==> config.mk <==
export PLATFORM = sky130hd
export DESIGN_NAME = wb_pipe_reg_flat
export DESIGN_NICKNAME = d
export VERILOG_FILES = /design/src/rtl/wb_pipe_reg_pkg.sv /design/src/rtl/wb_pipe_reg_if.sv /design/src/rtl/wb_pipe_reg_lane_popcount.sv /design/src/rtl/wb_pipe_reg.sv /design/src/flat_wrapper.sv
export SDC_FILE = /design/constraint.sdc
export NUM_CORES = 1
export LEC_CHECK = 0
export BUFFER_PORTS_ARGS = -buffer_cell sky130_fd_sc_hd__buf_4
export CORE_ASPECT_RATIO = 1.1
export CORE_UTILIZATION = 35
export CTS_BUF_LIST = sky130_fd_sc_hd__clkbuf_8
export CTS_CLUSTER_SIZE = 20
export DETAILED_ROUTE_END_ITERATION = 7
export PLACE_DENSITY = 0.64
export SYNTH_ARGS = -nofsm -noshare
export SYNTH_HDL_FRONTEND = slang
export SYNTH_SLANG_ARGS = --single-unit
==> constraint.sdc <==
create_clock -name clk -period 5.6 [get_ports clk]
set_input_delay 0 -clock clk [delete_from_list [all_inputs] [get_ports clk]]
set_output_delay 0 -clock clk [all_outputs]
set_load 0.005 [all_outputs]
==> src/rtl/wb_pipe_reg_pkg.sv <==
// Shared core definitions used by the MEM/WB pipeline register and its helpers.
// Holds the bus types, the stall and write-enable encodings, and the per-cycle action type.
package wb_pipe_reg_pkg;

  localparam int REG_ADDR_W = 5;
  localparam int REG_W      = 32;

  typedef logic [REG_ADDR_W-1:0] reg_addr_t;
  typedef logic [REG_W-1:0]      reg_t;

  localparam logic STOP          = 1'b1;
  localparam logic NO_STOP       = 1'b0;
  localparam logic WRITE_ENABLE  = 1'b1;
  localparam logic WRITE_DISABLE = 1'b0;

  localparam reg_t      ZERO_WORD    = '0;
  localparam reg_addr_t NOP_REG_ADDR = '0;

  // Exactly one of these is taken per non-reset cycle.
  typedef enum logic [1:0] {
    ACT_HOLD   = 2'd0,
    ACT_LOAD   = 2'd1,
    ACT_BUBBLE = 2'd2
  } action_e;

endpackage

==> src/rtl/wb_pipe_reg_if.sv <==
// Memory-stage bundle in, writeback bundle out.
// Lane i of a packed vector occupies [i*AW +: AW] / [i*DW +: DW]; a lane is live only when its valid bit is set (no ready: the stall vector throttles).
interface wb_pipe_reg_if #(
  parameter int LANES = 2,
  parameter int AW    = 5,
  parameter int DW    = 32
);

  logic [LANES-1:0]    mem_valid;
  logic [LANES*AW-1:0] mem_wd;
  logic [LANES-1:0]    mem_wreg;
  logic [LANES*DW-1:0] mem_wdata;
  logic [DW-1:0]       mem_hi;
  logic [DW-1:0]       mem_lo;
  logic                mem_whilo;

  logic [LANES-1:0]    wb_valid;
  logic [LANES*AW-1:0] wb_wd;
  logic [LANES-1:0]    wb_wreg;
  logic [LANES*DW-1:0] wb_wdata;
  logic [DW-1:0]       wb_hi;
  logic [DW-1:0]       wb_lo;
  logic                wb_whilo;

  modport master (
    output mem_valid, mem_wd, mem_wreg, mem_wdata, mem_hi, mem_lo, mem_whilo,
    input  wb_valid, wb_wd, wb_wreg, wb_wdata, wb_hi, wb_lo, wb_whilo
  );

  modport slave (
    input  mem_valid, mem_wd, mem_wreg, mem_wdata, mem_hi, mem_lo, mem_whilo,
    output wb_valid, wb_wd, wb_wreg, wb_wdata, wb_hi, wb_lo, wb_whilo
  );

endinterface

==> src/rtl/wb_pipe_reg_lane_popcount.sv <==
// Combinational count of set lane-valid bits, used to advance the retired-lane counter.
module lane_popcount #(
  parameter int LANES = 2,
  parameter int OUT_W = $clog2(LANES + 1)
) (
  input  logic [LANES-1:0] valid_i,
  output logic [OUT_W-1:0] count_o
);

  always_comb begin
    count_o = '0;
    for (int i = 0; i < LANES; i++) begin
      count_o = count_o + OUT_W'(valid_i[i]);
    end
  end

endmodule

==> src/rtl/wb_pipe_reg.sv <==
// MEM/WB pipeline register: per-lane valid, flush, stall-driven hold/bubble,
// intra-bundle WAW squashing and wrapping retired/bubble counters.
module wb_pipe_reg
  import wb_pipe_reg_pkg::*;
#(
  parameter int LANES   = 2,
  parameter int AW      = 5,
  parameter int DW      = 32,
  parameter int STALL_W = 6,
  parameter int STAGE   = 4,
  parameter int CNT_W   = 32
) (
  input  logic               clk,
  input  logic               rst,
  input  logic [STALL_W-1:0] stall,
  input  logic               flush,
  wb_pipe_reg_if.slave       bus,
  output logic [CNT_W-1:0]   retired_cnt,
  output logic [CNT_W-1:0]   bubble_cnt
);

  localparam int PCW = $clog2(LANES + 1);

  action_e action;

  logic [LANES-1:0]    valid_q, valid_d;
  logic [LANES*AW-1:0] wd_q, wd_d;
  logic [LANES-1:0]    wreg_q, wreg_d;
  logic [LANES*DW-1:0] wdata_q, wdata_d;
  logic [DW-1:0]       hi_q, hi_d;
  logic [DW-1:0]       lo_q, lo_d;
  logic                whilo_q, whilo_d;
  logic [CNT_W-1:0]    ret_q, ret_d;
  logic [CNT_W-1:0]    bub_q, bub_d;

  logic [LANES-1:0]    wreg_load;
  logic [PCW-1:0]      valid_pop;
  logic                unused_stall;

  assign unused_stall = ^stall;

  // Flush outranks the stall vector; a stalled stage whose successor moves
  // must emit a bubble, otherwise the register freezes.
  always_comb begin
    action = ACT_HOLD;
    if (flush) begin
      action = ACT_BUBBLE;
    end else if (stall[STAGE] == NO_STOP) begin
      action = ACT_LOAD;
    end else if (stall[STAGE+1] == NO_STOP) begin
      action = ACT_BUBBLE;
    end
  end

  // A lane's write is dropped if a younger lane in the same bundle writes the
  // same register; writes to r0 are never performed.
  for (genvar i = 0; i < LANES; i++) begin : g_waw
    logic waw_hit;

    always_comb begin
      waw_hit = 1'b0;
      for (int j = i + 1; j < LANES; j++) begin
        if (bus.mem_valid[j] && bus.mem_wreg[j] &&
            (bus.mem_wd[j*AW +: AW] == bus.mem_wd[i*AW +: AW])) begin
          waw_hit = 1'b1;
        end
      end
    end

    assign wreg_load[i] = bus.mem_wreg[i] & bus.mem_valid[i] &
                          (bus.mem_wd[i*AW +: AW] != AW'(NOP_REG_ADDR)) & ~waw_hit;
  end

  lane_popcount #(
    .LANES (LANES),
    .OUT_W (PCW)
  ) u_lane_popcount (
    .valid_i (bus.mem_valid),
    .count_o (valid_pop)
  );

  always_comb begin
    valid_d = valid_q;
    wd_d    = wd_q;
    wreg_d  = wreg_q;
    wdata_d = wdata_q;
    hi_d    = hi_q;
    lo_d    = lo_q;
    whilo_d = whilo_q;
    ret_d   = ret_q;
    bub_d   = bub_q;
    case (action)
      ACT_LOAD: begin
        valid_d = bus.mem_valid;
        wd_d    = bus.mem_wd;
        wreg_d  = wreg_load;
        wdata_d = bus.mem_wdata;
        hi_d    = bus.mem_hi;
        lo_d    = bus.mem_lo;
        whilo_d = bus.mem_whilo & (|bus.mem_valid);
        ret_d   = ret_q + CNT_W'(valid_pop);
      end
      ACT_BUBBLE: begin
        valid_d = '0;
        wd_d    = '0;
        wreg_d  = {LANES{WRITE_DISABLE}};
        wdata_d = '0;
        hi_d    = DW'(ZERO_WORD);
        lo_d    = DW'(ZERO_WORD);
        whilo_d = WRITE_DISABLE;
        bub_d   = bub_q + CNT_W'(1);
      end
      default: begin
      end
    endcase
  end

  always_ff @(posedge clk) begin
    if (rst) begin
      valid_q <= '0;
      wd_q    <= '0;
      wreg_q  <= '0;
      wdata_q <= '0;
      hi_q    <= '0;
      lo_q    <= '0;
      whilo_q <= 1'b0;
      ret_q   <= '0;
      bub_q   <= '0;
    end else begin
      valid_q <= valid_d;
      wd_q    <= wd_d;
      wreg_q  <= wreg_d;
      wdata_q <= wdata_d;
      hi_q    <= hi_d;
      lo_q    <= lo_d;
      whilo_q <= whilo_d;
      ret_q   <= ret_d;
      bub_q   <= bub_d;
    end
  end

  assign bus.wb_valid = valid_q;
  assign bus.wb_wd    = wd_q;
  assign bus.wb_wreg  = wreg_q;
  assign bus.wb_wdata = wdata_q;
  assign bus.wb_hi    = hi_q;
  assign bus.wb_lo    = lo_q;
  assign bus.wb_whilo = whilo_q;
  assign retired_cnt  = ret_q;
  assign bubble_cnt   = bub_q;

endmodule

==> src/flat_wrapper.sv <==
// flat-port wrapper written by rule: the top's interface ports become plain ports
module wb_pipe_reg_flat import wb_pipe_reg_pkg::*;
#(
  parameter int LANES   = 2,
  parameter int AW      = 5,
  parameter int DW      = 32,
  parameter int STALL_W = 6,
  parameter int STAGE   = 4,
  parameter int CNT_W   = 32
)
  (clk, rst, stall, flush, retired_cnt, bubble_cnt, bus_mem_valid, bus_mem_wd, bus_mem_wreg, bus_mem_wdata, bus_mem_hi, bus_mem_lo, bus_mem_whilo, bus_wb_valid, bus_wb_wd, bus_wb_wreg, bus_wb_wdata, bus_wb_hi, bus_wb_lo, bus_wb_whilo);
  wb_pipe_reg_if #(.LANES(LANES), .AW(AW), .DW(DW)) bus_i ();
  input  logic clk;
  input  logic rst;
  input  logic [STALL_W-1:0] stall;
  input  logic flush;
  output logic [CNT_W-1:0] retired_cnt;
  output logic [CNT_W-1:0] bubble_cnt;
  input wire logic [$bits(bus_i.mem_valid)-1:0] bus_mem_valid;
  input wire logic [$bits(bus_i.mem_wd)-1:0] bus_mem_wd;
  input wire logic [$bits(bus_i.mem_wreg)-1:0] bus_mem_wreg;
  input wire logic [$bits(bus_i.mem_wdata)-1:0] bus_mem_wdata;
  input wire logic [$bits(bus_i.mem_hi)-1:0] bus_mem_hi;
  input wire logic [$bits(bus_i.mem_lo)-1:0] bus_mem_lo;
  input wire logic [$bits(bus_i.mem_whilo)-1:0] bus_mem_whilo;
  output wire logic [$bits(bus_i.wb_valid)-1:0] bus_wb_valid;
  output wire logic [$bits(bus_i.wb_wd)-1:0] bus_wb_wd;
  output wire logic [$bits(bus_i.wb_wreg)-1:0] bus_wb_wreg;
  output wire logic [$bits(bus_i.wb_wdata)-1:0] bus_wb_wdata;
  output wire logic [$bits(bus_i.wb_hi)-1:0] bus_wb_hi;
  output wire logic [$bits(bus_i.wb_lo)-1:0] bus_wb_lo;
  output wire logic [$bits(bus_i.wb_whilo)-1:0] bus_wb_whilo;
  assign bus_i.mem_valid = bus_mem_valid;
  assign bus_i.mem_wd = bus_mem_wd;
  assign bus_i.mem_wreg = bus_mem_wreg;
  assign bus_i.mem_wdata = bus_mem_wdata;
  assign bus_i.mem_hi = bus_mem_hi;
  assign bus_i.mem_lo = bus_mem_lo;
  assign bus_i.mem_whilo = bus_mem_whilo;
  assign bus_wb_valid = bus_i.wb_valid;
  assign bus_wb_wd = bus_i.wb_wd;
  assign bus_wb_wreg = bus_i.wb_wreg;
  assign bus_wb_wdata = bus_i.wb_wdata;
  assign bus_wb_hi = bus_i.wb_hi;
  assign bus_wb_lo = bus_i.wb_lo;
  assign bus_wb_whilo = bus_i.wb_whilo;
  wb_pipe_reg #(.LANES(LANES), .AW(AW), .DW(DW), .STALL_W(STALL_W), .STAGE(STAGE), .CNT_W(CNT_W)) u_core (.clk(clk), .rst(rst), .stall(stall), .flush(flush), .bus(bus_i), .retired_cnt(retired_cnt), .bubble_cnt(bubble_cnt));
endmodule
* Yosys cells after proc, flatten, opt, wreduce, memory -nomap -nowiden
Cells that the tools add are included.
** Cells by class
- Add/sub/neg operators :: 3
- Muxes and demuxes :: 11
- Equal/unequal tests :: 3
- Reductions and logical operators :: 6
- Bitwise logic cells :: 7
** Operator list (number)
- 32-bit case mux with 2 select lines :: 2
- 64-bit case mux with 2 select lines :: 1
- 32-bit by 1-bit adder with 32-bit output (second input constant) :: 1
- 32-bit by 2-bit adder with 32-bit output :: 1
- 10-bit case mux with 2 select lines :: 1
- 5-bit nonzero test :: 2
- 2-bit case mux with 2 select lines :: 2
- 1-bit AND :: 6
- 2-bit 2-to-1 mux :: 3
- 5-bit equality test :: 1
- 1-bit by 1-bit adder with 2-bit output :: 1
- 2-bit by 1-bit equality test with 1-bit output (second input constant) :: 1
- 2-bit equality test (second input constant) :: 1
- 1-bit logical AND :: 2
- 1-bit case mux with 2 select lines :: 1
- 2-bit nonzero test :: 1
- 2-bit OR reduction :: 1
- 1-bit 2-to-1 mux :: 1
- 1-bit NOT :: 1
** Storage, ports and cells
- Bits in registers :: 207
- Word-level logic and storage cells :: 39
- Input bits :: 152

* Longest topological paths before layout
- Word-level depth :: 6
- Gate-level depth with buffers :: 9
- Depth with buffers taken out :: 8

* Hierarchy
A second synthesis with hierarchy kept.
** Unflattened totals
- Cell total of the unflattened synthesis :: 863
- Area, all modules :: 7938.9 um^2
** By module, submodules not included
- wb_pipe_reg :: cells an instance 862, instances 1, area an instance 7926.4 um^2
- lane_popcount :: cells an instance 1, instances 1, area an instance 12.5 um^2

* Worst setup path before layout
No wires, ideal clock.
- Kind :: reg-to-reg
- From :: register u_core.ret_q[0] (netlist: u_core.retired_cnt[0])
- To :: register u_core.ret_q[20] (netlist: u_core.retired_cnt[20])
- Required time :: 5.530 ns
- Cell stages (with the launch flop) :: 10
- Setup slack :: 3.429 ns
- Library setup time :: 0.070 ns
- Arrival time :: 2.101 ns
- Path through :: dfxtp_1 > inv_1 > fa_1 > inv_1 > ha_1 > nor3b_4 > nand4_1 > clkbuf_1 > or3_1 > a21oi_1
** Between the ends
- Word-level cells in the longest chain between the ends :: 1
** RTL lines
- start, declared :: RTL line wb_pipe_reg.sv:33 : logic [CNT_W-1:0] ret_q, ret_d;
- start signal, assigned :: RTL line wb_pipe_reg.sv:137 : ret_q <= ret_d;
- 32-bit by 2-bit adder with 32-bit output :: RTL line wb_pipe_reg.sv:101 : ret_d = ret_q + CNT_W'(valid_pop);
No other way between the ends.
A chain may end at the register's enable or synchronous reset.

* Final worst setup path
- From :: input flush
- To :: register u_core.wdata_q[50] (netlist: u_core.bus.wb_wdata[50])
** Between the ends
- Word-level cells in the longest chain between the ends :: 3
** RTL lines
- start, declared :: RTL line flat_wrapper.sv:16 : input logic flush;
- 2-bit 2-to-1 mux (*) :: RTL line wb_pipe_reg.sv:46 : if (flush) begin
- 2-bit equality test or 2-bit by 1-bit equality test with 1-bit output (tied branches) :: RTL line wb_pipe_reg.sv:92 : case (action)
- 64-bit case mux with 2 select lines or 2-bit nonzero test (tied branches)
- end signal, assigned :: RTL line wb_pipe_reg.sv:133 : wdata_q <= wdata_d;
- end, declared :: RTL line wb_pipe_reg.sv:29 : logic [LANES*DW-1:0] wdata_q, wdata_d;
Mark *: on every way between the ends. The rest lies on a longest branch, timed or not.

==> flow_summary.yaml <==
outcome:
  outcome: "finished clean"
routing:
  detail_route.wl_per_cell_um: 17.49
  detail-route-antenna-nets: 0
  vias: 8917
  vias_per_cell: 5.142
  route.final.wire_length_um: 30320
  drt_first_iter_violations: 568
  firstDrtPassIters: 5
  drc_markers: 0
logic_synthesis:
  ys_warn_count: 0
  seq_area_frac_synth_pct: 52.22
  edff_count_synth: 0
  synth.ff_latch_count: 207
  synthesis.area_mm2: 0.007936
  postSynthNetCount: 1015
  postSynth.asyncResetShare_pct: 0
  post_synth_num_cell_types: 39
  synthFlopType: "sky130_fd_sc_hd__dfxtp_1"
  avgSynthCellArea_um2: 9.228
  syn_inst: 860
clocking:
  clock_tree_from_tritoncts: "done"
  cts.repair_timing.setup_buffer_count: 0
  htreeDepth: 2
  worst_skew_pair.late_latency_ns: 0.51
  max-clock-path-buffers: 3
  worst_setup_hold_path_clk_slew_ns: 0.07
  cts-root-buf: "sky130_fd_sc_hd__clkbuf_8"
  cts_inserted_buffers: 38
  clock_tree_sinks: 207
place:
  io_buffer_count: 354
  dpl.hpwl_um: 18020
  final_weighted_congestion_of_routability_driven_global_placement: 0.8099
  preCtsSetupSlack_ns: 2.792
  post-place-cells: 1447
die:
  floorplan.initialDensity_pct: 35.78
  die_area_mm2: 0.02328
  core_area_mm2: 0.02218
  ioPinCount: 359
  chipWidth_um: 145.6
  die_h_um: 159.9
  fp-row-count: 57
worst_setup_path:
  worst-path-max-fanout: 54
  timing.critical_path.from_type: "input port"
  timing.critical_path.to_type: "flip-flop"
  required_ns: 6.04
  critPathArrivalTime_ns: 3.26
  worst-setup-path-type: "input port to flip-flop"
timing:
  tightest_slew_ns: 1.081
  setup_viol: 0
  grt_setup_unrepaired: "no"
  finalCritPeriodShare_pct: 50.30
  min_period_ns: 2.817
  clock.fmax_ghz: 0.3550
  skew_ns: 0.02130
  worst_slack_ns: 2.783
  totalNegativeSetupSlack_ns: 0
  final_hold_viol_count: 0
  slew-limit-headroom_pct: 27.62
  timing_max_transition_violations_final: 0
cells_and_area:
  stdcell_count: 1734
  area_delta_synth_final_pct: 72.87
  finish.net_count: 1565
  fraction_of_final_layout_cells_with_drive_strength_greater_than_1_pct: 30.39
  fillerInstances: 1724
flow_run:
  timing.max_cap.violations: 0
grt:
  globalRoute.totalOverflow: 0
  grt_pass1_wl_um: 47250
  gr-usage-all-layers_pct: 25.22
  antenna_found_initial: 1
  via_count_of_the_first_global_routing_pass: 9007
  grt_max_degree: 87
worst_hold_path:
  hold_path.class: "input port to flip-flop"
power:
  power.leakage_nw: 5.951
  cellPowerDensity_mw_per_mm2: 248.4
  ir_worst_vdd_mv: 0.1918
-- registers in the layout, summed over array words and instances (netlist names) --
register	cells
u_core.bus.wb_hi	32
u_core.retired_cnt	32
u_core.bus.wb_wreg	2
u_core.bus.wb_whilo	1
u_core.bus.wb_valid	2
u_core.bubble_cnt	32
u_core.bus.wb_wdata	64
u_core.bus.wb_lo	32
u_core.bus.wb_wd	10
-- area by class of cell --
| class | instances | area (um^2) | area share [%] |
|---|---|---|---|
| antenna | 1 | 2.502 | 0.01824 |
| sequential | 207 | 4144 | 30.21 |
| clock buffer | 50 | 688.2 | 5.016 |
| timing repair buffer | 578 | 4888 | 35.63 |
| multi-input combinational | 574 | 3477 | 25.34 |
| inverter | 11 | 41.29 | 0.3010 |
| clock inverter | 18 | 108.9 | 0.7934 |
| tap | 295 | 369.1 | 2.690 |
-- worst paths after layout --
check | start | slack (ns) | end | cells past startpoint
setup / recovery | flush | 2.78 | u_core.bus.wb_wdata[50]$_SDFFE_PP0P_ | 7
hold reg to reg | u_core.bus.wb_wreg[1]$_SDFFE_PP0P_ | 0.46 | u_core.bus.wb_wreg[1]$_SDFFE_PP0P_ | 2
hold / removal | rst | 0.09 | u_core.bubble_cnt[30]$_SDFFE_PP0P_ | 3
setup reg to reg | u_core.retired_cnt[0]$_SDFFE_PP0N_ | 2.80 | u_core.retired_cnt[30]$_SDFFE_PP0N_ | 8
-- critical path, stage by stage --
cell and delay [ns]:
sky130_fd_sc_hd__dlygate4sd3_1 0.55, sky130_fd_sc_hd__buf_4 0.23, sky130_fd_sc_hd__nor2_4 0.80, sky130_fd_sc_hd__buf_4 0.64
sky130_fd_sc_hd__a22oi_1 0.19, sky130_fd_sc_hd__nor2_1 0.18, sky130_fd_sc_hd__dlygate4sd3_1 0.62
-- cells by family (layout without fill, tap and decap cells) --
logic type               after synthesis  after routing  synth area share (%)
AO/OA/AOI/OAI                        223            223                 19.58
XOR/XNOR                              24             24                 2.649
adder cells (fa/ha/maj)                3              3                0.5675
buffers and inverters                 79            657                 4.162
flip-flops                           207            207                 52.21
multiplexers                          11             11                 1.561
other                                  0              1                     0
AND/OR/NAND/NOR                      313            313                 19.27
-- cell usage in the layout, fill, tap and decap left out, drive strengths merged, types with 2 or more instances in the layout --
master	instances
a22oi	140
ha	2
or3	15
clkinv	6
clkbuf	50
dfxtp	207
mux2	11
and4	10
nor3	10
buf	360
or4	18
a21oi	36
xnor2	12
o211ai	5
nand2	21
inv	21
nand3	17
nor4	5
o2111ai	4
and2	2
dlygate4sd3	218
and3	5
nor2	176
o31ai	16
xor2	12
o21ai	20
nor2b	10
nand4	19
-- cells in the mapped netlist (15+ instances only) --
master	count	area share (%)
sky130_fd_sc_hd__a21oi_1	36	2.3
sky130_fd_sc_hd__nor2_1	176	8.3
sky130_fd_sc_hd__o21ai_0	19	1.2
sky130_fd_sc_hd__o31ai_1	16	1.5
sky130_fd_sc_hd__nand2_1	21	0.99
sky130_fd_sc_hd__or3_1	15	1.2
sky130_fd_sc_hd__or4_1	18	1.7
sky130_fd_sc_hd__nand4_1	17	1.3
sky130_fd_sc_hd__buf_2	18	1.1
sky130_fd_sc_hd__nand3_1	17	1.1
sky130_fd_sc_hd__a22oi_1	140	13
sky130_fd_sc_hd__dfxtp_1	207	52
sky130_fd_sc_hd__clkbuf_1	40	1.9
-- what timing repair did --
item                                   CTS  global route
hold buffers                           218             0
endpoints found under the hold margin  151             0
resized for setup                        0             0
-- layer usage --
layer  GRT usage, %  wire, um  vias to the layer above
met5              0         0                        -
met4          16.41      1970                        0
met3          6.029      1947                      109
met2          42.55     14540                      377
met1          28.50     11870                     4201
li1               -         -                     4230
-- stage by stage --
stage | hold WS [ns] | power [mW] | area, um^2 | util [%]
4_1_cts | 0.06455 | 3.422 | 13720 | 61.84
3_3_place_gp | 0.2447 | 1.828 | 10740 | 48.41
6_report | 0.09248 | 3.408 | 13720 | 61.85
2_1_floorplan | 0.1618 | 1.666 | 7936 | -
5_1_grt | 0.1012 | 3.546 | 13720 | 61.85
3_5_place_dp | 0.2544 | 1.831 | 10740 | 48.41
-- report_power, final --
group	switching (mW)	total [mW]	internal, mW
logic	0.161	0.390	0.229
registers	0.0229	1.53	1.51
clock network	0.641	1.49	0.847
total	0.826	3.41	2.58
Power figures use the tool's default switching activity.
